==> src/rtl/div_unit.sv <==
// Iterative restoring radix-2 divider for RV32M DIV/DIVU/REM/REMU.
// One quotient bit per clock; divide-by-zero and signed overflow finish without iterating.
module div_unit #(
    parameter int XLEN = 32
) (
    input  logic            i_clk,
    input  logic            i_rst,
    input  logic            i_start,
    input  logic [1:0]      i_op,
    input  logic [XLEN-1:0] i_a,
    input  logic [XLEN-1:0] i_b,
    output logic            o_busy,
    output logic            o_done,
    output logic [XLEN-1:0] o_result,
    output logic            o_div_zero
);

    localparam int CW = $clog2(XLEN);
    localparam logic [XLEN-1:0] MIN_NEG = {1'b1, {(XLEN-1){1'b0}}};

    typedef enum logic [1:0] {IDLE, CALC, DONE} state_t;

    state_t          state, state_next;
    logic            rem_sel_q;
    logic [XLEN-1:0] divisor_q;
    logic [XLEN-1:0] quot_q;
    logic [XLEN-1:0] rem_q;
    logic [XLEN-1:0] result_q;
    logic [CW-1:0]   cnt_q;
    logic            sign_q;
    logic            sign_r;
    logic            div_zero_q;

    logic            start_ok;
    logic            is_signed;
    logic            a_neg, b_neg;
    logic [XLEN-1:0] a_mag, b_mag;
    logic            b_zero, overflow;
    logic [XLEN:0]   rem_sh, trial;
    logic [XLEN-1:0] quot_fix, rem_fix, done_value;

    assign start_ok  = i_start && (state != CALC);
    assign is_signed = ~i_op[0];
    assign a_neg     = is_signed & i_a[XLEN-1];
    assign b_neg     = is_signed & i_b[XLEN-1];
    // Unsigned magnitudes: |MIN_NEG| comes out as 2^(XLEN-1), which is exactly what the datapath needs.
    assign a_mag     = a_neg ? -i_a : i_a;
    assign b_mag     = b_neg ? -i_b : i_b;
    assign b_zero    = (i_b == '0);
    assign overflow  = is_signed && (i_a == MIN_NEG) && (i_b == '1);

    // Trial subtraction is one bit wider than XLEN so the shifted-out remainder MSB is never lost.
    assign rem_sh = {rem_q, quot_q[XLEN-1]};
    assign trial  = rem_sh - {1'b0, divisor_q};

    assign quot_fix   = sign_q ? -quot_q : quot_q;
    assign rem_fix    = sign_r ? -rem_q  : rem_q;
    assign done_value = rem_sel_q ? rem_fix : quot_fix;

    always_comb begin
        // NOTE: default assigned first so every path drives state_next and no latch is inferred.
        state_next = state;
        case (state)
            IDLE: begin
                if (i_start) state_next = (b_zero || overflow) ? DONE : CALC;
            end
            CALC: begin
                if (cnt_q == '0) state_next = DONE;
            end
            DONE: begin
                state_next = IDLE;
                if (i_start) state_next = (b_zero || overflow) ? DONE : CALC;
            end
            default: state_next = IDLE;
        endcase
    end

    always_ff @(posedge i_clk) begin
        // NOTE: reset clears the datapath as well as the FSM, so an aborted operation leaves no stale result.
        if (i_rst) begin
            state      <= IDLE;
            rem_sel_q  <= 1'b0;
            divisor_q  <= '0;
            quot_q     <= '0;
            rem_q      <= '0;
            result_q   <= '0;
            cnt_q      <= '0;
            sign_q     <= 1'b0;
            sign_r     <= 1'b0;
            div_zero_q <= 1'b0;
        end else begin
            state <= state_next;
            if (state == DONE) result_q <= done_value;
            if (start_ok) begin
                rem_sel_q  <= i_op[1];
                div_zero_q <= b_zero;
                cnt_q      <= CW'(XLEN - 1);
                if (b_zero) begin
                    quot_q    <= '1;
                    rem_q     <= i_a;
                    divisor_q <= i_b;
                    sign_q    <= 1'b0;
                    sign_r    <= 1'b0;
                end else if (overflow) begin
                    quot_q    <= MIN_NEG;
                    rem_q     <= '0;
                    divisor_q <= b_mag;
                    sign_q    <= 1'b0;
                    sign_r    <= 1'b0;
                end else begin
                    quot_q    <= a_mag;
                    rem_q     <= '0;
                    divisor_q <= b_mag;
                    sign_q    <= a_neg ^ b_neg;
                    sign_r    <= a_neg;
                end
            end else if (state == CALC) begin
                rem_q  <= trial[XLEN] ? rem_sh[XLEN-1:0] : trial[XLEN-1:0];
                quot_q <= {quot_q[XLEN-2:0], ~trial[XLEN]};
                cnt_q  <= cnt_q - CW'(1);
            end
        end
    end

    assign o_busy     = (state == CALC);
    assign o_done     = (state == DONE);
    assign o_result   = (state == DONE) ? done_value : result_q;
    assign o_div_zero = div_zero_q;

endmodule

==> config.mk <==
export PLATFORM = sky130hd
export DESIGN_NAME = div_unit
export DESIGN_NICKNAME = d
export VERILOG_FILES = /design/src/rtl/div_unit.sv
export SDC_FILE = /design/constraint.sdc
export NUM_CORES = 1
export LEC_CHECK = 0
export BUFFER_PORTS_ARGS = -buffer_cell sky130_fd_sc_hd__buf_4
export CORE_MARGIN = 3
export CORE_UTILIZATION = 50
export CTS_BUF_LIST = sky130_fd_sc_hd__clkbuf_4
export CTS_CLUSTER_SIZE = 25
export DETAILED_ROUTE_END_ITERATION = 7
export PLACE_DENSITY = 0.83
export REMOVE_ABC_BUFFERS = 1
export SYNTH_ARGS = -nofsm -noshare
export SYNTH_HDL_FRONTEND = slang
export SYNTH_SLANG_ARGS = --single-unit
==> constraint.sdc <==
create_clock -name i_clk -period 4.15 [get_ports i_clk]
set_clock_uncertainty 0.05 [all_clocks]
set_input_delay 1.0375 -clock i_clk [delete_from_list [all_inputs] [get_ports i_clk]]
set_output_delay 1.0375 -clock i_clk [all_outputs]
set_load 0.005 [all_outputs]
==> impl_metrics.env <==
export IMPL_status="finished, violations left"
export IMPL_synth_common_cells="nand2_1, nor2_1, a21oi_1, dfxtp_1, o21ai_0"
export IMPL_root_buffer="clkbuf_4"
export IMPL_grt_overflow=0
export IMPL_ios=104
export IMPL_hpwl_um=25600
export IMPL_hold_ws_ns=0.419
export IMPL_rows=53
export IMPL_hold_path_class="reg2reg"
export IMPL_fin_tns_setup_ns=-5.21
export IMPL_fin_ws_ns=-0.554
export IMPL_grt_max_degree=63
export IMPL_leakagePower_nw=5.01
export IMPL_synth_edff_count=0
export IMPL_cts_sinks=139
export IMPL_finalHoldViolCount=0
export IMPL_fillers=1895
export IMPL_synth_area_leaders="dfxtp_1, a21oi_1, nand2_1"
export IMPL_min_period_over_period_pct=113
export IMPL_syn2layout_area_growth_pct=16.9
export IMPL_syn_area_mm2=0.0110
export IMPL_p_clk_share_pct=18.1
export IMPL_setup_viol=17
export IMPL_syn_avg_cell_area_um2=7.29
export IMPL_crit_arrival_ns=3.62
export IMPL_internal_power_mw=2.98
export IMPL_htreeDepth=4
export IMPL_drive_above_1_share_pct=16.8
export IMPL_antenna_found_initial=1
export IMPL_nets=1713
export IMPL_synth_cell_types=75
export IMPL_synth_main_ff_cell="dfxtp_1"
export IMPL_maxCapViolCount=0
export IMPL_die_h_um=154
export IMPL_share_comb_of_total_power_pct=51.1
export IMPL_max_freq_mhz=213
export IMPL_grt_pass1_vias=10900
export IMPL_postCtsHoldBufs=0
export IMPL_start_util_pct=51.5
export IMPL_syn_instance_count=1503
export IMPL_endpoint_kind="primary output"
export IMPL_slew_violations=0
export IMPL_clkTransAtPathRegs_ns=0.13
export IMPL_switching_share_pct=43.3
export IMPL_grt_use_total_pct=27.4
export IMPL_wl_per_cell_um=17.9
export IMPL_post_synth_top_count_cell="nand2_1"
export IMPL_drc_errors=0
export IMPL_dieArea_mm2=0.0237
export IMPL_p_sw_mw=2.28
export IMPL_violations="setup timing"
export IMPL_dp_cells=1848
export IMPL_synth_top_cell_by_area="dfxtp_1"
export IMPL_core_area_mm2=0.0213
export IMPL_multi_input_area_mm2=0.00775
export IMPL_met3_usage_pct=4.05
export IMPL_die_w_um=154
export IMPL_fin_cells=1893
export IMPL_cts_buffers=17
export IMPL_final_util_pct=60.1
export IMPL_reg2reg_slack_ns=0.57
export IMPL_first_pass_iters=6
export IMPL_worst_slew_pin_transition_ns=0.920
export IMPL_grt_use_met1_pct=36.8
export IMPL_busiest_layer="met2"
export IMPL_ir_worst_vdd_mv=0.196
export IMPL_postRouteAntennaNets=0
export IMPL_seqPwrFrac_pct=30.8
export IMPL_critPathRequiredTime_ns=3.06
export IMPL_cp_start_kind="flip-flop"
export IMPL_ys_warn_count=0
export IMPL_async_flop_share_pct=0
export IMPL_wirelength_um=33900
export IMPL_critical_path_class="reg2out"
export IMPL_port_buffers=103
export IMPL_register_area_mm2=0.00279
export IMPL_yosysTopAreaCellShare_pct=25.4
export IMPL_relSlewSlack_pct=38.6
export IMPL_layout_min_cycle_time_ns=4.70
export IMPL_grt_pass1_wl_um=54700
export IMPL_crit_fanout=3
export IMPL_globalRouteMet2Util_pct=44.2
export IMPL_seq_area_frac_synth_pct=25.4
export IMPL_globalplace_congestion=1.01
export IMPL_clock_path_buffers=2
export IMPL_ys_ff_latch=139
export IMPL_vias=11700
export IMPL_cts_tree="built"
export IMPL_drtIter0Drc=1285
export IMPL_p_total_mw=5.25
export IMPL_power_density_mw_per_mm2=410
export IMPL_clk_latency_ns=0.58
export IMPL_viasPerCell=6.17
export IMPL_rsz0062_at_grt="yes"
-- state kept, by name, summed over array words and instances, names as in the netlist --
register and cells:
divisor_q 32, quot_q 32, rem_q 32, result_q 32, cnt_q 5, state 2
o_div_zero 1, rem_sel_q 1, sign_q 1, sign_r 1
-- repair_timing --
item | CTS | global route
resized for setup | 42 | 21
pin swaps | 21 | 14
endpoints found under the setup margin | 18 | 18
buffers inserted | 8 | 4
-- path summary, 6_finish.rpt --
check	startpoint	to	cells after the start
setup / recovery	rem_q[6]	o_result[31]	9
hold / removal	divisor_q[31]	divisor_q[31]	2
setup reg to reg	quot_q[31]	rem_q[19]	13
hold reg to reg	divisor_q[31]	divisor_q[31]	2
-- metrics by stage --
step / worst slack, ns / area [um^2]
final: -0.554 / 12800
after global routing: -0.653 / 12800
after CTS: -0.620 / 12700
after detailed placement: 0.00318 / 12200
after global placement: 0.0188 / 12200
after floorplan: -0.363 / 10500
-- critical path, stage by stage (launching register included) --
cell and delay [ns]:
dfxtp_2 0.34, or4_4 0.52, or4_4 0.43, or4_4 0.45
or3_4 0.39, o41ai_4 0.22, xnor2_1 0.17, a21oi_2 0.08
o31ai_2 0.27, buf_4 0.15
-- power groups by stage --
stage	Combinational, mW	Clock, mW	Sequential, mW
finish	2.69	0.949	1.62
global route	2.93	1.00	1.63
CTS	2.58	0.955	1.61
detailed placement	2.50	0	1.63
global placement	2.45	0	1.63
floorplan	1.67	0	1.63
-- kinds of logic after synthesis --
family,Yosys count,share of synthesized area (%)
AOI/OAI and AO/OA,488,29.3
xor gates and xnor gates,130,10.4
adders and majority gates,40,4.64
buffers and inverters,158,6.09
DFF,139,25.4
muxes,7,0.662
and+or+nand+nor,541,23.5
-- placed cells by master (no fill, tap or decap), types with 26 or more instances in the layout --
| cell | n |
|---|---|
| buf_4 | 175 |
| nand2_1 | 166 |
| nor2_1 | 154 |
| a21oi_1 | 139 |
| dfxtp_1 | 136 |
| o21ai_0 | 78 |
| xnor2_1 | 64 |
| xor2_1 | 62 |
| inv_1 | 57 |
| a211oi_1 | 53 |
| nor3_1 | 44 |
| ha_1 | 39 |
| a221oi_1 | 38 |
| nor2b_1 | 29 |
| o31ai_1 | 26 |
-- per-layer routing --
layer,up-vias,wire length [um]
li1,5662,-
met1,5354,14400
met2,582,15500
met3,87,2890
met4,0,1120
met5,-,0
-- layout make-up --
type | instances | area share, %
Multi-Input combinational cell | 1206 | 60.5
Sequential cell | 139 | 21.8
Timing Repair Buffer | 182 | 11.0
Tap cell | 275 | 2.69
Inverter | 58 | 1.70
Clock inverter | 14 | 1.20
Clock buffer | 18 | 1.06
Antenna cell | 1 | 0.0195
No activity file was read; power rests on OpenSTA's default activity.
